## config.mk

```make
export PLATFORM = sky130hd
export DESIGN_NAME = bootloader_loader
export DESIGN_NICKNAME = d
export VERILOG_FILES = /design/src/rtl/bootloader_loader.sv
export SDC_FILE = /design/constraint.sdc
export NUM_CORES = 1
export LEC_CHECK = 0
export CORE_MARGIN = 5
export CORE_UTILIZATION = 25
export DETAILED_ROUTE_END_ITERATION = 16
export PLACE_DENSITY = 0.46
export SLEW_MARGIN = 20
export SYNTH_ARGS = -nofsm -noshare
export SYNTH_HDL_FRONTEND = slang
export SYNTH_SLANG_ARGS = --single-unit
```

## constraint.sdc

```tcl
create_clock -name i_clock -period 3.03 [get_ports i_clock]
set_clock_uncertainty 0.1 [all_clocks]
set_input_delay 0.303 -clock i_clock [delete_from_list [all_inputs] [get_ports i_clock]]
set_output_delay 0.303 -clock i_clock [all_outputs]
set_load 0.01 [all_outputs]
```

## src/rtl/bootloader_loader.sv

```systemverilog
// Streams host bytes into instruction memory after a load command and stops at the HALT word.
// Each accepted byte produces a one-cycle write strobe on the next cycle; there is no backpressure.
module bootloader_loader #(
  parameter int                 NB_DATA   = 32,
  parameter int                 NB_BYTE   = 8,
  parameter int                 MEM_BYTES = 256,
  parameter logic [NB_BYTE-1:0] CMD_LOAD  = 8'h4C,
  parameter logic [NB_DATA-1:0] HALT_WORD = 32'hFFFF_FFFF,
  localparam int                NB_COUNT  = $clog2(MEM_BYTES) + 1
) (
  input  logic                i_clock,
  input  logic                i_reset,
  input  logic [NB_BYTE-1:0]  i_rx_data,
  input  logic                i_rx_done,
  input  logic                i_restart,
  output logic [NB_BYTE-1:0]  o_byte_de_bootloader,
  output logic                o_bootloader_write_enable,
  output logic                o_pc_reset,
  output logic                o_load_done,
  output logic                o_error,
  output logic [NB_COUNT-1:0] o_byte_count
);

  localparam int                  BYTES_PER_WORD = NB_DATA / NB_BYTE;
  localparam int                  WORD_SEL       = $clog2(BYTES_PER_WORD);
  localparam int                  NB_SHIFT       = NB_DATA - NB_BYTE;
  localparam logic [NB_COUNT-1:0] COUNT_FULL     = NB_COUNT'(MEM_BYTES);
  localparam logic [WORD_SEL-1:0] LAST_LANE      = WORD_SEL'(BYTES_PER_WORD - 1);

  typedef enum logic [1:0] {
    ST_IDLE,
    ST_LOAD,
    ST_DONE,
    ST_ERROR
  } state_t;

  state_t                state_q, state_d;
  logic [NB_COUNT-1:0]   count_q, count_d;
  logic [NB_SHIFT-1:0]   shift_q, shift_d;
  logic [NB_BYTE-1:0]    byte_q, byte_d;
  logic                  we_q, we_d;
  logic                  pc_pend_q, pc_pend_d;
  logic                  pc_reset_q, pc_reset_d;
  logic                  done_q, done_d;
  logic                  error_q, error_d;
  logic [NB_DATA-1:0]    word_nxt;

  always_comb begin
    state_d    = state_q;
    count_d    = count_q;
    shift_d    = shift_q;
    byte_d     = byte_q;
    we_d       = 1'b0;
    pc_pend_d  = 1'b0;
    // Delay the PC reset one extra cycle so it lands after the final memory write.
    pc_reset_d = pc_pend_q;
    word_nxt   = {shift_q, i_rx_data};

    case (state_q)
      ST_IDLE: begin
        if (i_rx_done && (i_rx_data == CMD_LOAD)) begin
          state_d = ST_LOAD;
          count_d = '0;
          shift_d = '0;
        end
      end
      ST_LOAD: begin
        if (i_rx_done) begin
          if (count_q == COUNT_FULL) begin
            state_d = ST_ERROR;
          end else begin
            byte_d  = i_rx_data;
            we_d    = 1'b1;
            count_d = count_q + NB_COUNT'(1);
            shift_d = word_nxt[NB_SHIFT-1:0];
            // HALT is only recognised on a word-aligned boundary and is itself written.
            if ((count_q[WORD_SEL-1:0] == LAST_LANE) && (word_nxt == HALT_WORD)) begin
              state_d   = ST_DONE;
              pc_pend_d = 1'b1;
            end
          end
        end
      end
      ST_DONE, ST_ERROR: begin
        if (i_restart) begin
          state_d = ST_IDLE;
        end
      end
      default: state_d = ST_IDLE;
    endcase

    done_d  = (state_d == ST_DONE);
    error_d = (state_d == ST_ERROR);
  end

  always_ff @(posedge i_clock or posedge i_reset) begin
    if (i_reset) begin
      state_q    <= ST_IDLE;
      count_q    <= '0;
      shift_q    <= '0;
      byte_q     <= '0;
      we_q       <= 1'b0;
      pc_pend_q  <= 1'b0;
      pc_reset_q <= 1'b0;
      done_q     <= 1'b0;
      error_q    <= 1'b0;
    end else begin
      state_q    <= state_d;
      count_q    <= count_d;
      shift_q    <= shift_d;
      byte_q     <= byte_d;
      we_q       <= we_d;
      pc_pend_q  <= pc_pend_d;
      pc_reset_q <= pc_reset_d;
      done_q     <= done_d;
      error_q    <= error_d;
    end
  end

  assign o_byte_de_bootloader      = byte_q;
  assign o_bootloader_write_enable = we_q;
  assign o_pc_reset                = pc_reset_q;
  assign o_load_done               = done_q;
  assign o_error                   = error_q;
  assign o_byte_count              = count_q;

endmodule
```

# Word-level counts from Yosys, hierarchy flattened
# Index checks and enable logic that the tools add are counted.
# totals
elab_cells	51
reg_bits	48
out_inout_bits	21
# op_classes
add_sub_neg	1
mux	21
n_bitwise	1
n_reduce_logical	7
n_eq_ne	12
# ops
cell	n
$mux W24	3
$pmux W24 S2	1
$eq A32 B32 Y1 const B	1
$mux W9	3
$pmux W9 S2	1
$eq A2 B2 Y1 const B	5
$mux W2	5
$add A9 B1 Y9 const B	1
$eq A9 B9 Y1 const B	1
$eq A8 B7 Y1 const B	1
$mux W1	7
$ne A2 B2 Y1 const B	3
$pmux W2 S3	1
$reduce_and A4 Y1	1
$reduce_and A3 Y1	1
$eq A2 B1 Y1 const B	1
$logic_and A1 B1 Y1	2
$logic_not A2 Y1	1
$reduce_bool A2 Y1	1
$reduce_or A2 Y1	1
$not A1 Y1	1

# Logic depth before layout (Yosys ltp)
# logic_depth
ltp_word	7
depth_mapped	8
depth_no_buf	6

# Worst setup path after synthesis
# Ideal clock, no wire load.
# synth_path
path_type	flip-flop to flip-flop
startpoint	register count_q[0] (netlist: o_byte_count[0])
endpoint	register byte_q[0] (netlist: o_byte_de_bootloader[0])
arrival_time_ns	1.852
path_buffers	2
required_ns	2.805
period_less_slack_ns	2.077
path_slack_ns	0.953
path_stages_with_launch	8
setup_time_ns	0.125
path_cell_list	dfrtp_1 -> inv_1 -> ha_1 -> or4b_4 -> o21a_1 -> buf_6 -> buf_6 -> mux2_4
# synth_between
elab_chain_cells	3
# synth_lines
item	line	rtl
start: declaration	38	logic [NB_COUNT-1:0] count_q, count_d;
start signal: assignment	109	count_q <= count_d;
$eq A9 B9 Y1	69	if (count_q == COUNT_FULL) begin
$not A1 Y1 (no source line)	--	
$reduce_and A3 Y1 (no source line)	--	
end signal: assignment	111	byte_q <= byte_d;
end: declaration	40	logic [NB_BYTE-1:0] byte_q, byte_d;
# No other way between the ends.
# A chain may end at the register's enable or synchronous reset.

# Worst setup path in the final report
# layout_path
startpoint	register count_q[0] (netlist: o_byte_count[0])
endpoint	register count_q[0] (netlist: o_byte_count[0])
# layout_between
elab_chain_cells	4
elab_cells_between_ends	7
cone_classes	1 x add/sub; 2 x eq/ne; 3 x mux; 1 x reduce/logical
# layout_lines
item	line	rtl
$add A9 B1 Y9	74	count_d = count_q + NB_COUNT'(1);
$mux W9	69	
$mux W9	68	if (i_rx_done) begin
$pmux W9 S2	59	case (state_q)
# Several ways; a longest one is shown, not always the timed one. The select of a mux whose other input is x is not followed.

==> flow_summary.ini <==
[status]
result_of_the_run = completed

[clock_network]
buffer_type_at_the_clock_tree_root = sky130_fd_sc_hd__clkbuf_8
cts-hold-fix-buffers = 0
numCtsBuffers = 5
post_cts_setup_repair_bufs = 0
clockBufferDepth = 2
cts_htree_levels = 2
cts_tree = built
clock_latency_reported_for_the_late_side_of_the_worst_skew_pair_ps = 300
clk_transition_reported_paths_ps = 90
cts_repair_resize_count = 0
numClockSinks = 48

[floorplan]
die_width_um = 101
count_of_standard_cell_rows = 33
effective_utilization_at_floorplan = 0.254
die_area_mm2 = 0.0102
ioPinCount = 33
die-height_um = 101
core_mm2 = 0.00813

[global_route]
overflow = 0
grtUsageTotal = 0.100
grt_pass1_wl_mm = 7.86
vias_in_the_first_global_route = 1513
antenna_found_initial = 0
grt_start_max_net_pins = 38

[power]
total_switching_power_mw = 0.431
power.static_leakage_nw = 1.13
power_density_mw_per_mm2 = 583
share_seq_of_total_power = 0.539
cell_internal_pwr_mw = 1.08
p_total_mw = 1.51
power.ir.vdd_worst_mv = 0.226
power.combinational.fraction = 0.199
p_clk_frac = 0.263
p_sw_frac = 0.285

[sta]
min_period_over_period = 0.760
final_ws_setup_ps = 727
final-hold-violation-count = 0
slew-limit-headroom = 0.638
max_slew.worst_pin.slew_ps = 537
final_max_slew_viol_count = 0
layout_min_cycle_time_ps = 2300
finalSetupViolations = 0
fin_setup_tns_ps = 0
rsz0062_at_grt = false
max_clock_freq_ghz = 0.434

[critical_path]
r2r_start = o_byte_count[0]
end_kind = register
worst_ep_required_time_ps = 3170
critical_path.startpoint_type = register
worst_ep_arrival_time_ps = 2440
cp_max_fo = 37
setup.worst_path.start = o_byte_count[0]
setup.worst_path.class = reg2reg
worstRegToRegCells = 7

[place]
hpwl_mm = 3.18
dpl-instance-area_mm2 = 0.00250
finalWeightedCongestion = 0.744
placement.setup.worst_slack_ps = 455
port-buffer-count = 32

[final_layout]
seqCellArea_mm2 = 0.00120
inserted_diodes = 0
final_layout_size_suffix_gt1_frac = 0.151
area.growth.synth_to_final_pct = 25.2
stdcell_area_mm2 = 0.00259
multiInputGateArea_um2 = 795
nNetsFinal = 205
n_fill_cell = 826

[route]
route.antenna.remaining_nets = 0
route.detailed.vias_per_inst = 4.77
detailroute.via_count = 1417
wl_mm = 4.68
remaining_drc_errors = 0
1st_iter_drt_viols = 38
drtPass1Iterations = 4
route.detailed.wl_per_inst_um = 15.7

[logic_synthesis]
yosys_register_bits = 48
netlist_top_cells_count = sky130_fd_sc_hd__dfrtp_1 (48), sky130_fd_sc_hd__a22o_1 (20), sky130_fd_sc_hd__nand4_1 (10)
seq_area_frac_synth = 0.580
mappedNetlistArea_mm2 = 0.00207
most_area_hungry_cell_type_in_the_yosys_netlist = sky130_fd_sc_hd__dfrtp_1
synthArstFlopShare = 1.00
post-synth-top-area-fraction = 0.580
yosysWarnings = 0
mappedNetlistNets = 170
syn_area_per_cell_um2 = 13.3
netlist_top_cells_area = sky130_fd_sc_hd__dfrtp_1 (58%), sky130_fd_sc_hd__a22o_1 (8.5%), sky130_fd_sc_hd__mux2_2 (3.3%), sky130_fd_sc_hd__nand4_1 (3.0%), sky130_fd_sc_hd__xor2_1 (3.0%)
yosys.cell_count.top_type = sky130_fd_sc_hd__dfrtp_1
ys_types = 35
netlist_instances = 156
number_of_synthesized_flops_with_an_enable_pin = 0
dominantRegCellSynth = sky130_fd_sc_hd__dfrtp_1

[run]
timing.max_cap.violations = 0

[min_path]
hold_path.class = in2async
[flip-flops by register name (all words and copies together), names as in the netlist]
register and count:
o_bootloader_write_enable 1, o_byte_count 9, o_byte_de_bootloader 8, o_error 1, o_load_done 1, o_pc_reset 1, pc_pend_q 1, shift_q 24
state_q 2
[stage by stage]
step / hold WS (ps) / std cells / util
final: 234 / 297 / 0.319
after global routing: 287 / 297 / 0.319
after CTS: 245 / 297 / 0.319
after detailed placement: 245 / 289 / 0.307
after global placement: 232 / 289 / 0.307
after floorplan: 231 / 156 / -
[final cells by class]
class / count / share of cell area
Inverter: 4 / 0.00579
Clock inverter: 1 / 0.00290
Multi-Input combinational cell: 97 / 0.307
Clock buffer: 7 / 0.0333
Timing Repair Buffer: 35 / 0.137
Sequential cell: 48 / 0.464
Tap cell: 105 / 0.0507
[placed cells by master, fill, tap and decap left out, drive strengths merged, types with 2 or more instances in the layout]
cell type,count
dfrtp,48
clkbuf,7
nand4,10
and4,3
nand3,2
mux2,9
nand2b,2
o21a,2
nor2,10
and2,2
inv,4
or4b,3
a22o,25
nor3,2
buf,3
and3,5
o21ai,3
clkdlybuf4s50,32
ha,2
xor2,7
[layer usage]
metal / GRT usage / wire length (um) / up-vias / part of all wire
met3: 0.0249 / 201 / 4 / 0.043
met5: 0 / 0 / - / 0
met4: 0.0337 / 62 / 0 / 0.013
met1: 0.137 / 2290 / 725 / 0.49
met2: 0.154 / 2120 / 28 / 0.45
li1: - / - / 660 / -
[worst max-delay path, cell delays in order, from the launching register on]
cell                      delay, ps
sky130_fd_sc_hd__dfrtp_1        440
sky130_fd_sc_hd__inv_1           80
sky130_fd_sc_hd__ha_1           140
sky130_fd_sc_hd__or4b_4         490
sky130_fd_sc_hd__o21a_1         230
sky130_fd_sc_hd__buf_12         190
sky130_fd_sc_hd__nor2_8         350
sky130_fd_sc_hd__mux2_2         220
[cells by family (layout without fill, tap and decap cells)]
group,after synthesis,in the layout,synth area share
XOR/XNOR,7,7,0.0296
AND/OR/NAND/NOR,45,45,0.150
AO/OA/AOI/OAI,34,34,0.138
adder cells (fa/ha/maj),2,2,0.0121
multiplexers,9,9,0.0544
buffers and inverters,11,47,0.0357
flip-flops,48,48,0.580
[power groups by stage]
stage / logic, mW / clock network, mW / registers, mW
finish: 0.301 / 0.397 / 0.814
global route: 0.332 / 0.441 / 0.828
CTS: 0.307 / 0.418 / 0.815
detailed placement: 0.306 / 0 / 0.827
global placement: 0.306 / 0 / 0.828
floorplan: 0.146 / 0 / 0.819
[final timing paths]
check | to | slack, ps
worst min register to register | o_pc_reset | 270
worst max-delay path | o_byte_count[0] | 730
worst max register to register | o_byte_count[0] | 730
min in group i_clock | o_pc_reset | 270
worst min-delay path | shift_q[7] | 230
max in group asynchronous | o_byte_count[5] | 2010
Note: power is estimated with default switching activity, not from simulation.
